[src/rtl/bin2bcd_seq.sv]
// Sequential 14-bit binary to 4-digit BCD converter (shift-and-add-3), feeding
// the seven-segment display stage; digit code 4'hF renders as blank there.
module bin2bcd_seq #(
    parameter int BIN_W   = 14,
    parameter int MAX_VAL = 9999
) (
    input  logic             clk,
    input  logic             rst,
    input  logic             start,
    input  logic [BIN_W-1:0] bin,
    input  logic             blank_lz,
    output logic             busy,
    output logic             done,
    output logic             overflow,
    output logic [3:0]       d3,
    output logic [3:0]       d2,
    output logic [3:0]       d1,
    output logic [3:0]       d0
);

    typedef enum logic [1:0] {
        IDLE   = 2'd0,
        SHIFT  = 2'd1,
        FINISH = 2'd2
    } state_t;

    localparam logic [BIN_W-1:0] MAX_V    = BIN_W'(MAX_VAL);
    localparam logic [3:0]       LAST_CNT = 4'(BIN_W - 1);

    state_t             state_q;
    logic [3:0]         cnt_q;
    logic [BIN_W-1:0]   bin_q;
    logic [15:0]        bcd_q;
    logic               blank_q;
    logic               ovf_pend_q;
    logic               busy_q;
    logic               done_q;
    logic               overflow_q;
    logic [15:0]        digits_q;

    logic [15:0]        bcd_adj_d;
    logic [15+BIN_W:0]  shift_d;
    logic [15:0]        digits_d;

    function automatic logic [3:0] add3(input logic [3:0] n);
        if (n >= 4'd5) begin
            return n + 4'd3;
        end else begin
            return n;
        end
    endfunction

    // Leading zeros become blank codes, scanning down from the thousands digit;
    // the units digit always stays visible.
    function automatic logic [15:0] blank_leading(input logic [15:0] v, input logic en);
        logic [15:0] r;
        r = v;
        if (en && (r[15:12] == 4'd0)) begin
            r[15:12] = 4'hF;
            if (r[11:8] == 4'd0) begin
                r[11:8] = 4'hF;
                if (r[7:4] == 4'd0) begin
                    r[7:4] = 4'hF;
                end else begin
                    r[7:4] = v[7:4];
                end
            end else begin
                r[11:8] = v[11:8];
            end
        end else begin
            r = v;
        end
        return r;
    endfunction

    // Next scratch/shift value for one iteration and the final digit image
    always_comb begin
        bcd_adj_d = {add3(bcd_q[15:12]), add3(bcd_q[11:8]),
                     add3(bcd_q[7:4]),   add3(bcd_q[3:0])};
        shift_d   = {bcd_adj_d, bin_q} << 1;
        if (ovf_pend_q) begin
            digits_d = 16'hFFFF;
        end else begin
            digits_d = blank_leading(bcd_q, blank_q);
        end
    end

    // Conversion FSM with all outputs registered
    always_ff @(posedge clk or posedge rst) begin
        if (rst) begin
            state_q    <= IDLE;
            cnt_q      <= 4'd0;
            bin_q      <= '0;
            bcd_q      <= 16'd0;
            blank_q    <= 1'b0;
            ovf_pend_q <= 1'b0;
            busy_q     <= 1'b0;
            done_q     <= 1'b0;
            overflow_q <= 1'b0;
            digits_q   <= 16'd0;
        end else begin
            case (state_q)
                IDLE: begin
                    done_q <= 1'b0;
                    if (start) begin
                        bin_q      <= bin;
                        bcd_q      <= 16'd0;
                        blank_q    <= blank_lz;
                        ovf_pend_q <= (bin > MAX_V);
                        cnt_q      <= 4'd0;
                        busy_q     <= 1'b1;
                        state_q    <= SHIFT;
                    end else begin
                        busy_q     <= 1'b0;
                    end
                end
                SHIFT: begin
                    {bcd_q, bin_q} <= shift_d;
                    cnt_q          <= cnt_q + 4'd1;
                    if (cnt_q == LAST_CNT) begin
                        state_q <= FINISH;
                    end else begin
                        state_q <= SHIFT;
                    end
                end
                FINISH: begin
                    // busy stays high one more cycle so it falls together with done
                    digits_q   <= digits_d;
                    overflow_q <= ovf_pend_q;
                    done_q     <= 1'b1;
                    state_q    <= IDLE;
                end
                default: begin
                    state_q <= IDLE;
                    busy_q  <= 1'b0;
                    done_q  <= 1'b0;
                end
            endcase
        end
    end

    assign busy     = busy_q;
    assign done     = done_q;
    assign overflow = overflow_q;
    assign d3       = digits_q[15:12];
    assign d2       = digits_q[11:8];
    assign d1       = digits_q[7:4];
    assign d0       = digits_q[3:0];

endmodule

[config.mk]
export PLATFORM = sky130hd
export DESIGN_NAME = bin2bcd_seq
export DESIGN_NICKNAME = d
export VERILOG_FILES = /design/src/rtl/bin2bcd_seq.sv
export SDC_FILE = /design/constraint.sdc
export NUM_CORES = 1
export LEC_CHECK = 0
export CORE_ASPECT_RATIO = 1.2
export CORE_MARGIN = 2
export CORE_UTILIZATION = 45
export CTS_BUF_LIST = sky130_fd_sc_hd__clkbuf_4 sky130_fd_sc_hd__clkbuf_8
export DETAILED_ROUTE_END_ITERATION = 16
export PLACE_DENSITY = 0.67
export SLEW_MARGIN = 5
export SYNTH_ARGS = -nofsm -noshare
export SYNTH_HDL_FRONTEND = slang
export SYNTH_SLANG_ARGS = --single-unit
[constraint.sdc]
create_clock -name clk -period 2.58 [get_ports clk]
set_clock_uncertainty 0.2 [all_clocks]
set_input_delay 0.258 -clock clk [delete_from_list [all_inputs] [get_ports clk]]
set_output_delay 0.258 -clock clk [all_outputs]
set_load 0.01 [all_outputs]
Word level (Yosys, flattened, before mapping). Cells that the tools add are included. Widths: inputs -> output; s select.

Bits in registers: 57. Input port bits: 18. Word-level logic and storage cells: 54.

Add/subtract/negate cells: 5. Magnitude comparators: 5. Eq/ne operators: 4. Mux-type cells: 21. Reduce and logical (&&, ||, !) cells: 9.

Operators with widths (number): $mux 16 (2); $pmux 16 s2 (1); $mux 4 (7); $pmux 14 s2 (1); $ge 4x3->1 const B (4); $gt 14x14->1 const B (1); $mux 14 (1); $add 4x2->4 const B (3); $logic_not 4->1 (3); $mux 12 (1); $pmux 4 s2 (1); $add 4x1->4 const B (1); $eq 4x4->1 const B (1); $mux 2 (2); $pmux 1 s2 (2); $pmux 2 s2 (1); $reduce_and 2->1 (2); $add 3x2->3 const B (1); $mux 3 (1); $eq 2x1->1 const B (1); $eq 2x2->1 const B (1); $logic_not 2->1 (1); $ne 2x2->1 const B (1); $reduce_bool 2->1 (1); other kinds (3) (3).

Logic depth before layout (Yosys ltp). Gate-level depths: netlist of run 1.

Depth in word-level cells: 5. Depth in mapped cells: 8.

Worst setup path after synthesis of run 1. No wires, ideal clock.

Kind: reg2reg. Start: reg state_q[0]. End: reg bcd_q[15]. Setup time: 0.122 ns. Arrival: 1.395 ns. Data required time: 2.258 ns. Setup slack: 0.864 ns. Cell stages (with the launch flop): 9. Path buffers: 2. Period minus slack after synthesis: 1.716 ns. Cell sequence: dfrtp_1 inv_1 ha_1 buf_6 and2b_4 nor2_4 buf_6 o31ai_1 a32o_1.

Cells in the longest elaborated chain, start to end: 3.

Ends and longest elaborated chain: start, declared (RTL line 30) `state_t state_q;`; start signal, assigned (RTL line 91) `state_q <= IDLE;`; start signal, assigned (RTL line 112) `state_q <= SHIFT;`; start signal, assigned (RTL line 121) `state_q <= FINISH;`; $eq 2x1->1 / $logic_not 2->1 (equally long branches) (RTL line 102) `case (state_q)`; $reduce_bool 2->1 (no source line) / $ne 2x2->1 (equally long branches); $reduce_and 2->1 (no source line); end signal, assigned (RTL line 118) `{bcd_q, bin_q} <= shift_d;`; end, declared (RTL line 33) `logic [15:0] bcd_q;`.

Several ways; a longest one is shown, not always the timed one. A chain may end at the register's enable or synchronous reset.

Final worst setup path of run 1.
Start: reg state_q[0]. End: reg bin_q[7].

Cells in the longest elaborated chain, start to end: 3.

Ends and longest elaborated chain: $eq 2x1->1 / $logic_not 2->1 (equally long branches) (RTL line 102); $reduce_bool 2->1 (no source line) / $ne 2x2->1 (equally long branches); $reduce_and 2->1 (no source line); end signal, assigned (RTL line 106) `bin_q <= bin;`; end signal, assigned (RTL line 118); end, declared (RTL line 32) `logic [BIN_W-1:0] bin_q;`.

Several ways; a longest one is shown, not always the timed one.

==> results of run 1 <==
-- power groups by stage --
stage / sequential (mW) / combinational, mW / clock [mW]
after global placement: 1.55 / 1.73 / 0
after global routing: 1.60 / 1.99 / 0.909
final: 1.55 / 1.76 / 0.840
after CTS: 1.55 / 1.79 / 0.859
after detailed placement: 1.56 / 1.78 / 0
after floorplan: 1.54 / 1.31 / 0
-- tightest hold or removal path, cell delays in order --
cell and delay [ps]:
clkdlybuf4s50_1 410, inv_2 70, buf_12 260
-- final cells by class --
| class | instances | area share |
|---|---|---|
| timing repair buffer | 40 | 0.1183 |
| tap | 82 | 0.03012 |
| multi-input combinational | 171 | 0.3608 |
| clock buffer | 13 | 0.04702 |
| clock inverter | 3 | 0.01176 |
| sequential | 57 | 0.4188 |
| inverter | 12 | 0.01323 |
-- cell families after synthesis --
group                    Yosys count  synth area share
XOR/XNOR                           5           0.01574
AND/OR/NAND/NOR                   59            0.1075
flip-flops                        57            0.5126
AO/OA/AOI/OAI                     73            0.1817
buffers and inverters             24           0.04586
multiplexers                      20           0.07374
adder cells (fa/ha/maj)           14           0.06295
-- how the worst max path moves through the flow --
stage	slack, ps	cells after the start	end	startpoint
floorplan	720	1	bcd_q[0]	rst
global placement	490	5	bin_q[6]	state_q[0]
detailed placement	360	5	bin_q[1]	state_q[0]
CTS	350	5	bin_q[1]	state_q[0]
global route	170	6	bin_q[7]	state_q[0]
finish	400	5	bin_q[7]	state_q[0]
-- state kept, by name, summed over array words and instances (netlist names) --
signal / flops
bcd_q: 16
state_q: 2
ovf_pend_q: 1
bin_q: 14
overflow: 1
busy: 1
cnt_q: 4
done: 1
digits_q: 16
blank_q: 1
-- metal layers --
layer | share of wire | track usage
met1 | 0.44 | 0.2246
met2 | 0.51 | 0.2751
met3 | 0.035 | 0.05045
met4 | 0.017 | 0.07895
met5 | 0 | 0
-- layout by cell type (no fill, tap or decap), types with 4 or more instances in the layout --
cell type	netlist	layout
nand3_1	4	4
clkdlybuf4s50_1	0	36
o22a_1	8	8
a21oi_1	12	12
nand2b_1	5	5
o22a_2	4	4
nor2_1	15	15
a22o_1	5	5
dfrtp_1	57	57
clkbuf_8	0	10
o31ai_1	4	4
o22ai_1	8	8
mux2_2	4	4
inv_1	12	11
nand2_1	21	21
o21ai_0	21	21
xnor2_1	4	4
ha_1	14	14
mux2i_1	16	16
-- through the flow --
step | hold slack, ps | setup WS (ps) | total power, mW | cells
after floorplan | 205.1 | 722.4 | 2.848 | 252
after global placement | 264.5 | 485.8 | 3.278 | 362
after detailed placement | 270.7 | 359.4 | 3.343 | 362
after CTS | 106.1 | 348.0 | 4.202 | 378
after global routing | 130.8 | 171.3 | 4.499 | 378
final | 80.13 | 401.9 | 4.151 | 378
==> qor.csv, run 1 <==
metric;value;unit
outcome;finished, final reports clean;
worst skew pair latency;340;ps
Remaining DRCs;0;
Arrival @ worst endpoint;2180;ps
htree depth;3;
Max-Cap Viols;0;
Max FO, Critical Path;22;
initial core utilization;0.4629;
max incr delay on CP;670;ps
CTS buffer count;9;
gate count after technology mapping;252;
Commonest cells post-synth;dfrtp_1 (57), nand2_1 (21), o21ai_0 (21), mux2i_1 (16), nor2_1 (15);
Die ar.;6831;um2
area leader, netlist;dfrtp_1;
Hold Crit Class;in2async;
Worst Path Required;2580;ps
fin util;0.5665;
critical path, cell by cell;inv_1 > ha_1 > o21ai_2 > buf_4 > o21ai_0;
CP Launch Type;flop;
Sequential Power Share;0.373;
final setup fails;0;
die width;75.79;um
Bufs and invs on worst path;2;
HPWL Detailed;3655;um
CTS sink cnt;57;
fin nets;323;
count of input and output buffers;36;
Routed WL;5370;um
post-synthesis cell type count;44;
grt total ovfl;0;
Power Density;1219;nW/um2
mean post-synth cell area;11.04;um2
Top Family by Delay on Critical Path;compound AO/OA/AOI/OAI gates;
Filler Cell Count;553;
clock share of power;0.202;
share of cells above drive strength 1;0.1318;
clk buf depth;2;
Int Pwr;2.636;mW
sw power;1.515;mW
flop-to-flop setup slack;400;ps
crit path kind;reg2reg;
r2r endpoint;bin_q[7];
Reg2Reg Launch Point;state_q[0];
global-route wire length before repair;9225;um
Crit-path slowest cell;o21ai_2;
final worst-path cycle share;0.8442;
hold buffers post-CTS;0;
Slew Limit Fails;0;
worst-margin pin slew;800.5;ps
Rows;31;
Core ar.;6012;um2
Detail Route Antenna Nets;0;
final-report hold violation count;0;
die height;90.14;um
top-count cell post-synth;dfrtp_1;
DP Area;3206;um2
fmax;459.1;MHz
number of vias per cell;5.198;
Starting DRT DRC Count;69;
Yosys top cell area share;0.5126;
post-cts resize count;0;
GP Congestion;0.7875;
Via Count;1965;
normalized max-slew margin;0.4663;
RSZ-0062 raised after global routing;no;
ant diodes;0;
Post-synth EDFFs;0;
Post-Synthesis Cell Area;2783;um2
vias in the first global route;1979;
Logic pwr share;0.425;
register area share after synthesis;0.5126;
crit path time final;2178;ps
post-DR wirelength/cell;14.21;um
worst r2r path cells;5;
DRT Pass-1 Iters;4;
Worst VDD drop;552.2;uV
largest net degree at the start of global routing;58;
Multi-input gate area;1229;um2
Root Buffer;clkbuf_8;
Post-CTS Setup Inserts;0;
top cells by area, synth;dfrtp_1 (51%), ha_1 (6.3%), mux2i_1 (5.8%);
Worst setup EP type;flop;
GRT Total Usage;0.1771;
Synth Flop Type;dfrtp_1;
Syn. warnings;0;
initial antenna violation count;0;
Area growth syn-to-layout;22.39;%
IO Pins;37;
Pleak;1.566;nW
TritonCTS clock tree;done;
Reg clk slew, reported paths;60;ps
design area;3406;um2
flops & latches, synth;57;
switch share;0.3650;
Mapped Nets;284;
Sequential Area;1426;um2
final setup TNS;0;ps
async set-reset flop share out of synthesis;1.000;
(Power assumes the default switching activity.)
==> run 2: changes to the inputs <==
clock period = 2.23 ns   (was 2.58 ns; I/O delays follow)
==> run 2 against run 1 <==
  * Die area is the same
  * Routed wire length shrank 1.8%
  * Maximum frequency grew 14%
  * Hold slack lost 26 ps
  * Core utilization grew 0.35 points
  * Cell count grew 0.53%
==> qor.csv, run 2 (synthesis results as in run 1) <==
metric;value;unit;change
outcome;finished, final reports clean;;
Reg2Reg Launch Point;state_q[0];;
Remaining DRCs;0;;unchanged
largest net degree at the start of global routing;58;;unchanged
top sig layer;met4;;
global-route wire length before repair;9246;um;+0.23%
Sequential Power Share;0.369;;-0.004
Slew Limit Fails;0;;unchanged
share of cells above drive strength 1;0.1376;;+0.005827
CTS sink cnt;57;;unchanged
Final Total Pwr;4.848;mW;+17%
Worst Path Required;2250;ps;-330 ps
Rows;31;;unchanged
die width;75.79;um;unchanged
Starting DRT DRC Count;74;;+7.2%
Top Registers;bcd_q: 16 flops, digits_q: 16 flops, bin_q: 14 flops;;
TritonCTS clock tree;done;;
DRT Pass-1 Iters;4;;unchanged
most frequent cells in the layout;dfrtp_1 (57), clkdlybuf4s50_1 (36), nand2_1 (21), o21ai_0 (21), mux2i_1 (16);;
normalized max-slew margin;0.7657;;+0.2994
vias in the first global route;2033;;+2.7%
Pleak;1.578;nW;+0.77%
GP Congestion;0.8198;;+4.1%
RSZ-0062 raised after global routing;no;;
Reg clk slew, reported paths;60;ps;about the same
CTS buffer count;9;;unchanged
final setup TNS;0;ps;unchanged
Detail Route Antenna Nets;0;;unchanged
Logic pwr share;0.430;;+0.005
r2r endpoint;bcd_q[7];;
fmax;522.4;MHz;+14%
final worst-path cycle share;0.8585;;+0.01424
max incr delay on CP;400;ps;-270 ps
crit path time final;1914;ps;-263.7 ps
Arrival @ worst endpoint;1940;ps;-240 ps
Core ar.;6012;um2;unchanged
count of input and output buffers;36;;unchanged
switch share;0.3636;;-0.001388
GRT Total Usage;0.1746;;-0.002515
Max FO, Critical Path;14;;-36%
final setup fails;0;;unchanged
grt total ovfl;0;;unchanged
Die ar.;6831;um2;unchanged
final-report hold violation count;0;;unchanged
Crit-path slowest cell;dfrtp_1;;
hold buffers post-CTS;0;;unchanged
DR WL met3;208;um;+12%
die height;90.14;um;unchanged
IO Pins;37;;unchanged
Worst VDD drop;543.5;uV;-1.6%
Int Pwr;3.085;mW;+17%
leading cell type in the layout, fill and taps excluded;dfrtp_1;;
Max-Cap Viols;0;;unchanged
Power Density;1415;nW/um2;+16%
Post-CTS Setup Inserts;0;;unchanged
flop-to-flop setup slack;320;ps;-90 ps
ant diodes;0;;unchanged
CP Launch Type;flop;;
Hold Crit Class;in2async;;
post-cts resize count;0;;unchanged
critical path, cell by cell;inv_1 > ha_1 > nand2b_2 > nand2_2 > o31ai_1 > a32o_1;;
HPWL Detailed;3729;um;+2.0%
Root Buffer;clkbuf_8;;
crit path kind;reg2reg;;
sw power;1.763;mW;+16%
initial core utilization;0.4629;;unchanged
clock share of power;0.200;;-0.002
Area growth syn-to-layout;23.16;%;
initial antenna violation count;0;;unchanged
Via Count;1998;;+1.7%
Top Family by Delay on Critical Path;simple AND/OR/NAND/NOR gates;;
worst r2r path cells;6;;+1
clk buf depth;2;;unchanged
fin nets;326;;+0.93%
Routed WL;5276;um;-1.8%
worst skew pair latency;340;ps;about the same
worst-margin pin slew;351.5;ps;-449.0 ps
htree depth;3;;unchanged
wl on met1;2318;um;-0.98%
Bufs and invs on worst path;1;;-1
number of vias per cell;5.258;;+1.1%
met2 WL;2646;um;-3.8%
Worst setup EP type;flop;;
post-DR wirelength/cell;13.88;um;-2.3%
==> run 2: changes by cell type in the layout (fill, tap and decap cells not counted), sizes merged <==
cell / change
buf: +3
clkbuf: -1
==> run 2: worst max path at each step <==
stage | depth (start not counted) | from | endpoint
final | 6 | state_q[0] | bcd_q[7]
after global routing | 6 | state_q[0] | bcd_q[7]
after detailed placement | 6 | state_q[0] | cnt_q[2]
after global placement | 5 | state_q[0] | bcd_q[15]
after floorplan | 1 | rst | bcd_q[0]
after CTS | 6 | state_q[0] | bcd_q[7]
==> run 2: layout make-up <==
| class | instances | area [um2] |
|---|---|---|
| repair buffers | 43 | 425.4 |
| clock buffers | 12 | 158.9 |
| inverters | 12 | 45.04 |
| fillers | 533 | 2585 |
| clock inverters | 3 | 40.04 |
| well taps | 82 | 102.6 |
| multi-input cells | 171 | 1229 |
| flip-flops and latches | 57 | 1426 |
==> run 2: power by group through the flow <==
| stage | sequential (mW) | clock, mW | combinational [mW] |
|---|---|---|---|
| after global placement | 1.80 | 0 | 2.05 |
| final | 1.79 | 0.972 | 2.09 |
| after CTS | 1.80 | 0.993 | 2.11 |
| after global routing | 1.85 | 1.04 | 2.36 |
| after detailed placement | 1.81 | 0 | 2.11 |
| after floorplan | 1.78 | 0 | 1.51 |
==> run 2: stage by stage <==
step	area, um2	setup slack [ps]	instances	hold WS (ps)	utilization
floorplan	2783	407.4	252	170.1	-
global placement	3228	372.3	365	264.5	0.5369
detailed placement	3228	344.3	365	270.0	0.5369
CTS	3427	318.1	380	62.52	0.5700
global route	3427	178.1	380	101.7	0.5700
finish	3427	315.6	380	54.12	0.5700
==> run 2: routing by layer <==
metal	vias up	GRT usage
li1	980	-
met1	971	0.2288
met2	37	0.2708
met3	10	0.04709
met4	0	0.06725
met5	-	0
==> run 2: worst reg2reg max path, delay by kind of cell, from the launching register on <==
kind / cells / cell delay [ps]
adder cells (fa/ha/maj): 1 / 350
AO/OA/AOI/OAI: 2 / 330
AND/OR/NAND/NOR: 2 / 430
flip-flops: 1 / 400
buffers and inverters: 1 / 90
